$ cat src/rtl/nes_pad_emulator.sv
// NES pad emulator: answers a host's latch/c_clk with eight buttons shifted out as active-low serial data.
// Also reports completed polls (strobe and wrapping count) and whether a host has polled recently.
module nes_pad_emulator #(
  parameter int FILTER_CYCLES  = 2,
  parameter int TIMEOUT_CYCLES = 5_000_000
) (
  input  logic        clk,
  input  logic        reset,
  input  logic [7:0]  buttons,
  input  logic        latch,
  input  logic        c_clk,
  output logic        data,
  output logic        poll_strobe,
  output logic        host_active,
  output logic [15:0] poll_count
);

  localparam int TW = (TIMEOUT_CYCLES > 1) ? $clog2(TIMEOUT_CYCLES) : 1;
  localparam logic [TW-1:0] T_MAX = TW'(TIMEOUT_CYCLES - 1);
  localparam logic [3:0]    F_MAX = 4'(FILTER_CYCLES);

  typedef enum logic [1:0] {IDLE, LOAD, SHIFT, DONE} state_t;

  state_t         state_q, state_d;
  logic           latch_s1_q, latch_s2_q;
  logic           cclk_s1_q, cclk_s2_q, cclk_dly_q, cclk_rise_q, cclk_rise_d;
  logic [3:0]     filt_q, filt_d;
  logic [7:0]     sr_q, sr_d;
  logic [3:0]     idx_q, idx_d;
  logic           data_q, data_d;
  logic           strobe_q, strobe_d;
  logic           active_q, active_d;
  logic [TW-1:0]  timer_q, timer_d;
  logic [15:0]    count_q, count_d;

  logic latch_ok, timeout, enter_load, shift_ev, last_bit;

  always_comb begin
    latch_ok    = (filt_q == F_MAX);
    timeout     = (timer_q == T_MAX);
    enter_load  = latch_ok && (state_q != LOAD);
    // A shift edge coinciding with a held latch loses to the load.
    shift_ev    = cclk_rise_q && !latch_s2_q;
    last_bit    = (state_q == SHIFT) && shift_ev && (idx_q == 4'd7);
    cclk_rise_d = cclk_s2_q && !cclk_dly_q;
  end

  // FSM: state register
  always_ff @(posedge clk or posedge reset) begin
    if (reset) state_q <= IDLE;
    else       state_q <= state_d;
  end

  // FSM: next state
  always_comb begin
    state_d = state_q;
    case (state_q)
      IDLE:    if (latch_ok) state_d = LOAD;
      LOAD:    if (!latch_s2_q) state_d = SHIFT;
      SHIFT:   if (latch_ok) state_d = LOAD;
               else if (last_bit) state_d = DONE;
      DONE:    if (latch_ok) state_d = LOAD;
      default: state_d = IDLE;
    endcase
    if (timeout && !enter_load) state_d = IDLE;
  end

  // Datapath next values
  always_comb begin
    filt_d = 4'd0;
    if (latch_s2_q) filt_d = latch_ok ? filt_q : filt_q + 4'd1;

    sr_d  = sr_q;
    idx_d = idx_q;
    if (state_d == LOAD) begin
      sr_d  = ~buttons;
      idx_d = 4'd0;
    end else if ((state_q == SHIFT) && shift_ev && (state_d != IDLE)) begin
      sr_d  = {1'b0, sr_q[7:1]};
      idx_d = idx_q + 4'd1;
    end

    strobe_d = last_bit && (state_d == DONE);
    count_d  = count_q + {15'd0, strobe_d};

    timer_d  = timer_q;
    active_d = active_q;
    if (enter_load) begin
      timer_d  = '0;
      active_d = 1'b1;
    end else if (timeout) begin
      active_d = 1'b0;
    end else begin
      timer_d  = timer_q + TW'(1);
    end
  end

  // FSM: output
  always_comb begin
    data_d = sr_d[0];
    case (state_d)
      IDLE:    data_d = 1'b1;
      DONE:    data_d = 1'b0;
      default: data_d = sr_d[0];
    endcase
  end

  always_ff @(posedge clk or posedge reset) begin
    if (reset) begin
      latch_s1_q  <= 1'b0;
      latch_s2_q  <= 1'b0;
      cclk_s1_q   <= 1'b0;
      cclk_s2_q   <= 1'b0;
      cclk_dly_q  <= 1'b0;
      cclk_rise_q <= 1'b0;
      filt_q      <= 4'd0;
      sr_q        <= 8'hFF;
      idx_q       <= 4'd0;
      data_q      <= 1'b1;
      strobe_q    <= 1'b0;
      active_q    <= 1'b0;
      timer_q     <= '0;
      count_q     <= 16'd0;
    end else begin
      latch_s1_q  <= latch;
      latch_s2_q  <= latch_s1_q;
      cclk_s1_q   <= c_clk;
      cclk_s2_q   <= cclk_s1_q;
      cclk_dly_q  <= cclk_s2_q;
      cclk_rise_q <= cclk_rise_d;
      filt_q      <= filt_d;
      sr_q        <= sr_d;
      idx_q       <= idx_d;
      data_q      <= data_d;
      strobe_q    <= strobe_d;
      active_q    <= active_d;
      timer_q     <= timer_d;
      count_q     <= count_d;
    end
  end

  assign data        = data_q;
  assign poll_strobe = strobe_q;
  assign host_active = active_q;
  assign poll_count  = count_q;

endmodule

$ cat config.mk
export PLATFORM = sky130hd
export DESIGN_NAME = nes_pad_emulator
export DESIGN_NICKNAME = d
export VERILOG_FILES = /design/src/rtl/nes_pad_emulator.sv
export SDC_FILE = /design/constraint.sdc
export NUM_CORES = 1
export LEC_CHECK = 0
export CAP_MARGIN = 20
export CELL_PAD_IN_SITES_DETAIL_PLACEMENT = 2
export CELL_PAD_IN_SITES_GLOBAL_PLACEMENT = 2
export CORE_MARGIN = 10
export CORE_UTILIZATION = 37
export DETAILED_ROUTE_END_ITERATION = 6
export PLACE_DENSITY_LB_ADDON = 0.1
export SYNTH_ARGS = -nofsm -noshare
export SYNTH_HDL_FRONTEND = slang
export SYNTH_SLANG_ARGS = --single-unit
$ cat constraint.sdc
create_clock -name clk -period 3.9 [get_ports clk]
set_input_delay 1.17 -clock clk [delete_from_list [all_inputs] [get_ports clk]]
set_output_delay 1.17 -clock clk [all_outputs]
set_load 0.01 [all_outputs]
Yosys cells after proc, flatten, opt, wreduce, memory -nomap -nowiden:

Cells that the tools add are included.

* flip-flop bits (word level): 66
* latch bits: 0
* RAM bits: 0
* bits in read-only memories: 0
* bits of input ports: 12
* output and inout bits: 19
* word-level logic and storage cells: 66
* memories kept: 0

* add/subtract/negate cells: 4
* multipliers: 0
* div/mod/pow operators: 0
* $lt $le $gt $ge: 0
* eq/ne operators: 11
* shift operators: 0
* mux-type cells: 17
* bitwise logic cells: 1
* reductions and logical operators: 17

Operator list (count)
* $mux W23: 2
* $add A23 B1 Y23 const B: 1
* $eq A23 B23 Y1 const B: 1
* $add A16 B1 Y16: 1
* $mux W4: 4
* $mux W8: 2
* $mux W2: 5
* $add A4 B1 Y4 const B: 2
* $logic_and A1 B1 Y1: 8
* $not A8 Y8: 1
* $eq A2 B2 Y1 const B: 3
* $pmux W2 S3: 1
* $reduce_bool A2 Y1: 3
* $eq A2 B1 Y1 const B: 2
* $eq A4 B2 Y1 const B: 1
* $eq A4 B3 Y1 const B: 1
* $logic_not A2 Y1: 2
* $ne A2 B1 Y1 const B: 2
* $logic_not A1 Y1: 3
* $mux W1: 2
* $ne A2 B2 Y1 const B: 1
* $pmux W1 S2: 1
* $reduce_or A2 Y1: 1

Logic depth before layout (Yosys ltp):

Gate-level depths: netlist of run 1.

* depth in word-level cells: 13
* depth in mapped cells: 13
* mapped depth without buffers: 13

Worst setup path before layout of run 1:

No wires, ideal clock.

* path kind: register to register
* start point: register state_q[0]
* end point: register count_q[14], in the netlist poll_count[14]
* library setup time: 0.079 ns
* arrival: 2.645 ns
* data required time: 3.821 ns
* slack: 1.176 ns
* stages on the path, launching flop included: 12
* path buffers: 0
* clock period less this slack: 2.724 ns
* cell sequence: dfrtp_1 -> ha_1 -> nor4b_4 -> nor2_1 -> nor2b_1 -> ha_1 -> and2_1 -> ha_1 -> ha_1 -> nand4_1 -> nor2_1 -> xor2_1

* cells in the longest elaborated chain, start to end: 10
* elaborated cells on any way between the ends: 20
* classes of those cells: add/sub: 1; eq/ne: 5; mux: 6; reduce/logical: 8

RTL lines
* start: declaration: line 24 `state_t state_q, state_d;`
* start signal: assignment: line 51 `else state_q <= state_d;`
* $eq A2 B2 Y1: line 44, 57
* $logic_and A1 B1 Y1 (2 in a row): line 44 `last_bit = (state_q == SHIFT) && shift_ev && (idx_q == 4'd7);`
* $mux W2: line 61 `else if (last_bit) state_d = DONE;`
* $mux W2: line 60 `SHIFT: if (latch_ok) state_d = LOAD;`
* $pmux W2 S3: line 57 `case (state_q)`
* $mux W2 (*): line 65 `if (timeout && !enter_load) state_d = IDLE;`
* via state_d[0]: line 24
* $eq A2 B2 Y1 (*): line 83 `strobe_d = last_bit && (state_d == DONE);`
* $logic_and A1 B1 Y1 (*): line 83
* via strobe_d: line 31 `logic strobe_q, strobe_d;`
* $add A16 B1 Y16 (*): line 84 `count_d = count_q + {15'd0, strobe_d};`
* via count_d[14]: line 34 `logic [15:0] count_q, count_d;`
* end signal: assignment: line 138 `count_q <= count_d;`
* end: declaration: line 34

The timed path passes the listed nets; every way through them passes the cells marked *.
A chain may end at the register's enable or synchronous reset.

Worst setup path in the final report of run 1:

* start point: register state_q[0]
* end point: register count_q[12], in the netlist poll_count[12]

The elaborated chain is that of the path after synthesis.

==> results of run 1 <==
logic make-up after synthesis:
logic type	after synthesis
mux	8
compound gates	35
xor+xnor	35
simple gates	125
buf+inv	17
fa+ha+maj	11
flops	66
worst max path at each step:
stage | start | depth (start not counted) | slack (ns) | endpoint
global placement | state_q[0]$_DFF_PP0_ | 13 | 0.85 | poll_count[15]$_DFF_PP0_
CTS | timer_q[0]$_DFFE_PP0N_ | 13 | 0.60 | sr_q[1]$_DFFE_PP1P_
finish | state_q[0]$_DFF_PP0_ | 13 | 0.67 | poll_count[12]$_DFF_PP0_
floorplan | reset | 1 | 1.09 | cclk_dly_q$_DFF_PP0_
detailed placement | filt_q[0]$_DFFE_PP0P_ | 12 | 0.68 | poll_count[12]$_DFF_PP0_
global route | state_q[0]$_DFF_PP0_ | 13 | 0.27 | poll_count[12]$_DFF_PP0_
through the flow:
stage	setup slack, ns	hold slack [ns]
after floorplan	1.09	0.331
after global placement	0.848	0.334
after detailed placement	0.681	0.346
after CTS	0.598	0.358
after global routing	0.272	0.360
final	0.675	0.354
cell usage in the layout (no fill, tap or decap), types with 2 or more instances in the layout:
cell	count
mux2_4	4
nor4b_1	3
nor2_1	29
xnor2_1	18
nand2_1	29
nor3b_1	2
inv_1	10
nor2b_1	3
mux2i_1	2
nand3_1	13
clkinv_2	2
and2_1	6
buf_4	2
nor4_1	5
ha_1	11
and4_1	4
a21o_1	2
clkdlybuf4s50_1	30
mux2_2	2
and3_1	5
a31oi_1	2
clkbuf_8	10
nand4_1	12
xor2_1	17
a21oi_1	5
nor3_1	3
or3_1	3
dfstp_2	9
o21ai_0	18
dfrtp_1	57
power by group:
part           leakage (nW)  total, mW  internal [mW]  switching (mW)
Clock                 0.103      0.587          0.314           0.273
Sequential            0.851      0.890          0.798          0.0919
Combinational         0.745      0.597          0.261           0.336
critical path, stage by stage, from the launching register on:
cell and delay, ns:
dfrtp_1 0.41, inv_1 0.08, ha_1 0.23, nand3b_4 0.14, nor3_1 0.35, o31a_1 0.21
nor2b_1 0.29, ha_1 0.21, and2_1 0.16, ha_1 0.26, ha_1 0.29, nand4_1 0.20
nor2_1 0.16, xor2_1 0.16
state kept, by name, summed over array words and instances (netlist names), 2 cells and up:
signal      count
filt_q          4
sr_q            8
timer_q        23
state_q         2
poll_count     16
idx_q           4
area by class of cell:
class                   count  area [um2]  area share [%]
clock buffers              10         138            3.59
clock inverters             6        65.1            1.70
inverters                  11        41.3            1.08
multi-input cells         214        1460            38.1
flip-flops and latches     66        1660            43.3
well taps                 105         131            3.42
repair buffers             33         335            8.74
layer usage:
layer / vias to the layer above / share of wire (%) / global-route usage [%]
met3: 5 / 3.3 / 4.44
met1: 1183 / 43 / 15.4
li1: 1102 / - / -
met5: - / 0 / 0
met4: 0 / 0.62 / 3.30
met2: 26 / 53 / 22.7
==> summary.md, run 1 <==
| Metric | Value |
|---|---|
| Dominant combinational cell family by area after synthesis | `simple AND/OR/NAND/NOR gates` |
| Slew Limit Fails | `0` |
| Floorplan die width | `113 um` |
| Maximum root-to-sink buffer count | `2` |
| Cell types occupying the most area after synthesis | `dfrtp_1 45%, dfstp_2 7.4%, xnor2_1 4.9%` |
| Power per cell area | `541 mW/mm2` |
| Number of placement rows | `33` |
| EDFF count, synth | `0` |
| Post-DP HPWL | `5490 um` |
| Number of cells on the worst reg-to-reg path | `13` |
| Hold WC Path Type | `flop to flop` |
| Worst vdd ir | `0.000247 V` |
| Net count reported at finish | `358` |
| Via/cell ratio | `5.20` |
| Area fraction in compound gates after synthesis | `7.16%` |
| Post-Syn Area per Cell | `10.8 um2` |
| Syn nets | `320` |
| Via count | `2316` |
| Filler cells | `872` |
| RSZ-0062 raised after global routing | `false` |
| Reg clk slew, reported paths | `0.08 ns` |
| Area of the placeable core | `0.00830 mm2` |
| Register-to-register setup slack | `0.67 ns` |
| Via count of the first global-routing pass | `2700` |
| Commonest cells in the netlist | `57 x dfrtp_1, 29 x nand2_1, 29 x nor2_1` |
| Number of DRC violations after detailed routing | `0` |
| Post-cts repair resize count | `0` |
| Hold endpoint | `latch_s2_q$_DFF_PP0_` |
| CTS sink count | `66` |
| Die footprint | `0.0128 mm2` |
| Hold_sp | `latch_s1_q$_DFF_PP0_` |
| Maximum frequency from static timing analysis | `310 MHz` |
| Multiplexer area fraction after synthesis | `3.21%` |
| ANT cells | `0` |
| Post-Route Setup TNS | `0 ns` |
| Initial cell density of the core | `38.5%` |
| Post-synthesis sequential area ratio | `52.0%` |
| Final standard cell area without fillers | `0.00384 mm2` |
| Fraction of synthesized cell area taken by the top area cell type | `44.6%` |
| Crit end category | `flop` |
| Top-count cell post-synth | `dfrtp_1` |
| Clock buffers created by TritonCTS | `9` |
| Fin cells | `445` |
| Post-detailed-route wirelength per cell | `17.4 um` |
| Number of antenna violations at the first check in global routing | `0` |
| Register bit count reported by yosys | `66` |
| Wire length of the first global-routing pass | `14000 um` |
| Final wirelength | `7760 um` |
| Synth Area in Adders | `4.30%` |
| Port bufs | `30` |
| Number of hold buffers added after cts | `0` |
| Worst flop-to-flop path startpoint | `state_q[0]$_DFF_PP0_` |
| Share of cells above drive strength 1 | `12.4%` |
| Share of synthesized cell area in and, or, nand and nor gates | `21.5%` |
| Placer's final routability congestion estimate | `0.726` |
| Area share of xor/xnor cells in the synthesized design | `9.59%` |
| Max Fanout on Critical Path | `6` |
| Maximum level of the CTS H-tree | `3` |
| Outcome | `complete, no violations` |
| Growth of design area from synthesis to finish | `20.0%` |
| Clock period minus worst slack | `3.23 ns` |
| Worst Setup Start Kind | `flop` |
| Cell type with the largest total area after synthesis | `dfrtp_1` |
| Root buffer cell | `clkbuf_8` |
| Total power consumption of the routed design | `2.07 mW` |
| I/O pin cnt | `31` |
| Number of violations reported at the end of detailed-routing iteration 0 | `37` |
| Later-pin clock latency in the skew report | `0.34 ns` |
| End of the worst register-to-register path | `poll_count[12]$_DFF_PP0_` |
| Classification of the worst setup path | `flop to flop` |
| Die boundary height | `113 um` |
| Worst EP arrival | `3.50 ns` |
| Number of failing setup endpoints in the final timing report | `0` |
| Setup Fix Bufs, Post-CTS | `0` |
| Antenna Nets Post-Route | `0` |
| Placed cell areas | `0.00363 mm2` |
| Total iterations of the first detailed-routing run | `4` |
| Final number of hold-violating endpoints | `0` |
| Post-synthesis async set-or-reset flop share | `100%` |
| Global routing usage summed across all routing layers | `13.2%` |
| Number of warnings reported in the yosys synthesis log | `0` |
| Most common flop cell mapped by yosys | `dfrtp_1` |
| Utilization after layout | `46.2%` |
| Final critical-path share of the clock period | `82.7%` |
| Synth cell types | `45` |
| Netlist area before placement | `0.00320 mm2` |
| Slew headroom | `52.9%` |
| TritonCTS clock tree | `built` |
| Maximum number of pins on one net before global-route repair | `37` |
| Instance count along the most critical hold path | `0` |
| Actual transition at the worst max-transition pin | `0.701 ns` |
| Worst setup skew after layout | `0.0110 ns` |
| Max Cap Violations | `0` |
| Cells after Synth | `297` |
| Required @ worst endpoint | `4.17 ns` |
| Leakage component of the power | `1.70 nW` |
| Total congestion overflow after global routing | `0` |
| # placed instances | `429` |
Power figures use the tool's default switching activity.
==> run 2, diff against run 1 <==
--- a/config.mk
+++ b/config.mk
@@ -9,7 +9,7 @@
 export CELL_PAD_IN_SITES_DETAIL_PLACEMENT = 2
 export CELL_PAD_IN_SITES_GLOBAL_PLACEMENT = 2
 export CORE_MARGIN = 10
-export CORE_UTILIZATION = 37
+export CORE_UTILIZATION = 34
 export DETAILED_ROUTE_END_ITERATION = 6
 export PLACE_DENSITY_LB_ADDON = 0.1
 export SYNTH_ARGS = -nofsm -noshare
==> constraint.sdc (replaced) <==
create_clock -name clk -period 2.9 [get_ports clk]
set_input_delay 0.87 -clock clk [delete_from_list [all_inputs] [get_ports clk]]
set_output_delay 0.87 -clock clk [all_outputs]
set_load 0.01 [all_outputs]
==> summary.md, run 2 (synthesis gave the netlist of run 1 again) <==
| Metric | Value |
|---|---|
| Required @ worst endpoint | `3.12 ns (-1.05 ns)` |
| Maximum frequency from static timing analysis | `369 MHz (+19%)` |
| Worst flop-to-flop path startpoint | `state_q[0]$_DFF_PP0_` |
| Slew headroom | `63.6% (+11 points)` |
| Fin cells | `471 (+5.8%)` |
| Floorplan die width | `117 um (+3.6%)` |
| Max Cap Violations | `0 (unchanged)` |
| Number of hold buffers added after cts | `0 (unchanged)` |
| Port bufs | `30 (unchanged)` |
| Via count of the first global-routing pass | `2801 (+3.7%)` |
| Total congestion overflow after global routing | `0 (unchanged)` |
| Growth of design area from synthesis to finish | `27.9%` |
| Global routing usage summed across all routing layers | `13.3% (+0.073 points)` |
| Power per cell area | `730 mW/mm2 (+35%)` |
| Largest stage delay, worst path | `0.38 ns (-0.03 ns)` |
| Later-pin clock latency in the skew report | `0.34 ns (about the same)` |
| Hold_sp | `latch_s1_q$_DFF_PP0_` |
| Worst EP arrival | `2.93 ns (-0.57 ns)` |
| Via/cell ratio | `5.10 (-2.1%)` |
| Post-DP HPWL | `5970 um (+8.8%)` |
| Clock buffers created by TritonCTS | `9 (unchanged)` |
| Reg clk slew, reported paths | `0.08 ns (about the same)` |
| Number of failing setup endpoints in the final timing report | `0 (unchanged)` |
| Commonest cells after routing, fill and taps aside | `57 x dfrtp_1, 30 x clkdlybuf4s50_1, 29 x nand2_1, 26 x nor2_1, 22 x buf_4` |
| Worst setup skew after layout | `0.00875 ns (-0.00225 ns)` |
| Leakage component of the power | `1.83 nW (+7.7%)` |
| Post-Route Setup TNS | `0 ns (unchanged)` |
| Post-detailed-route wirelength per cell | `17.8 um (+2.2%)` |
| I/O pin cnt | `31 (unchanged)` |
| Final critical-path share of the clock period | `93.4% (+11 points)` |
| Actual transition at the worst max-transition pin | `0.542 ns (-0.159 ns)` |
| Hold WC Path Type | `flop to flop` |
| Final number of hold-violating endpoints | `0 (unchanged)` |
| Number of violations reported at the end of detailed-routing iteration 0 | `96 (+160%)` |
| Die boundary height | `117 um (+3.6%)` |
| Register bank with the most flops | `timer_q` |
| TritonCTS clock tree | `built` |
| Via count | `2400 (+3.6%)` |
| Number of DRC violations after detailed routing | `0 (unchanged)` |
| Root buffer cell | `clkbuf_8` |
| Outcome | `complete, no violations` |
| Antenna Nets Post-Route | `0 (unchanged)` |
| Maximum root-to-sink buffer count | `2 (unchanged)` |
| Max FFs per register | `23 (unchanged)` |
| Critical-path cell list | `inv_1, ha_2, nand3b_4, o311ai_4, nand3_2, inv_1, ha_1, and2_1, ha_4, and4_1, and2_1, nand4_1, xnor2_1` |
| Die footprint | `0.0137 mm2 (+7.2%)` |
| Most common cell after layout, fill and taps aside | `dfrtp_1` |
| Area of the placeable core | `0.00920 mm2 (+11%)` |
| Wire length of the first global-routing pass | `14200 um (+1.5%)` |
| Maximum number of pins on one net before global-route repair | `27 (-27%)` |
| Worst vdd ir | `0.000287 V (+16%)` |
| Crit end category | `flop` |
| CTS sink count | `66 (unchanged)` |
| Maximum level of the CTS H-tree | `3 (unchanged)` |
| Clock period minus worst slack | `2.71 ns (-0.517 ns)` |
| Share of cells above drive strength 1 | `20.3% (+7.9 points)` |
| Setup crit start | `state_q[0]$_DFF_PP0_` |
| # placed instances | `454 (+5.8%)` |
| Cell with the largest stage delay on the worst path | `dfrtp_1` |
| Utilization after layout | `44.5% (-1.8 points)` |
| Number of placement rows | `35 (+6.1%)` |
| Final wirelength | `8390 um (+8.2%)` |
| Placer's final routability congestion estimate | `0.770 (+6.0%)` |
| ANT cells | `0 (unchanged)` |
| Hold slack final | `0.354 ns (-0.0000370 ns)` |
| Slew Limit Fails | `0 (unchanged)` |
| DP Worst Slack | `-0.0586 ns (-0.740 ns)` |
| Initial cell density of the core | `34.8% (-3.8 points)` |
| Max Fanout on Critical Path | `6 (unchanged)` |
| Final critical-path setup slack | `0.192 ns (-0.483 ns)` |
| Classification of the worst setup path | `flop to flop` |
| Total iterations of the first detailed-routing run | `4 (unchanged)` |
| Number of antenna violations at the first check in global routing | `0 (unchanged)` |
| Worst Setup Start Kind | `flop` |
| Net count reported at finish | `379 (+5.9%)` |
==> run 2: cell count changes in the layout (fill, tap and decap cells not counted), sizes merged <==
cell	before	now
clkinv	3	1
inv	12	11
buf	3	24
bufinv	1	2
clkbuf	10	11
==> run 2: area by class of cell <==
type | count | area (um2)
multi-input combinational | 214 | 1520
tap | 111 | 139
fill | 976 | 5110
inverter | 11 | 41.3
timing repair buffer | 54 | 505
clock inverter | 4 | 76.3
clock buffer | 11 | 141
sequential | 66 | 1660
==> run 2: worst max-delay path: cells and delay by family (launching register included) <==
family	cells	cell delay (ns)
simple gates	6	0.99
buf+inv	2	0.16
flops	1	0.38
fa+ha+maj	3	0.54
compound gates	1	0.36
xor+xnor	1	0.15
==> run 2: final timing paths <==
| check | to | slack, ns | depth (start not counted) |
|---|---|---|---|
| setup / recovery | poll_count[15]$_DFF_PP0_ | 0.19 | 13 |
| hold / removal | latch_s2_q$_DFF_PP0_ | 0.35 | 0 |
| setup reg to reg | poll_count[15]$_DFF_PP0_ | 0.19 | 13 |
| hold reg to reg | latch_s2_q$_DFF_PP0_ | 0.35 | 0 |
| max in group asynchronous | timer_q[12]$_DFFE_PP0N_ | 1.52 | 3 |
| min in group asynchronous | idx_q[0]$_DFFE_PP0P_ | 0.88 | 2 |
==> run 2: metal layers <==
metal / wire [um] / GRT usage (%)
met1: 3640 / 15.9
met2: 4410 / 22.8
met3: 232 / 2.80
met4: 112 / 4.94
met5: 0 / 0
==> run 2: what timing repair did <==
item / 4_1_cts / 5_1_grt
endpoints found under the setup margin: 4 / 14
buffers inserted: 0 / 2
gates resized for setup: 3 / 11
==> run 2: metrics by stage <==
stage	power, mW	cell area, um2
finish	2.98	4090
global route	3.22	4090
detailed placement	2.11	3800
CTS	3.00	4020
floorplan	1.80	3200
global placement	2.07	3800
==> run 2: where the power goes <==
| group | internal [mW] | leakage, nW | switching (mW) | total (mW) |
|---|---|---|---|---|
| combinational | 0.426 | 0.873 | 0.506 | 0.932 |
| sequential | 1.07 | 0.851 | 0.112 | 1.19 |
| clock | 0.505 | 0.106 | 0.361 | 0.866 |
| total | 2.00 | 1.83 | 0.978 | 2.98 |
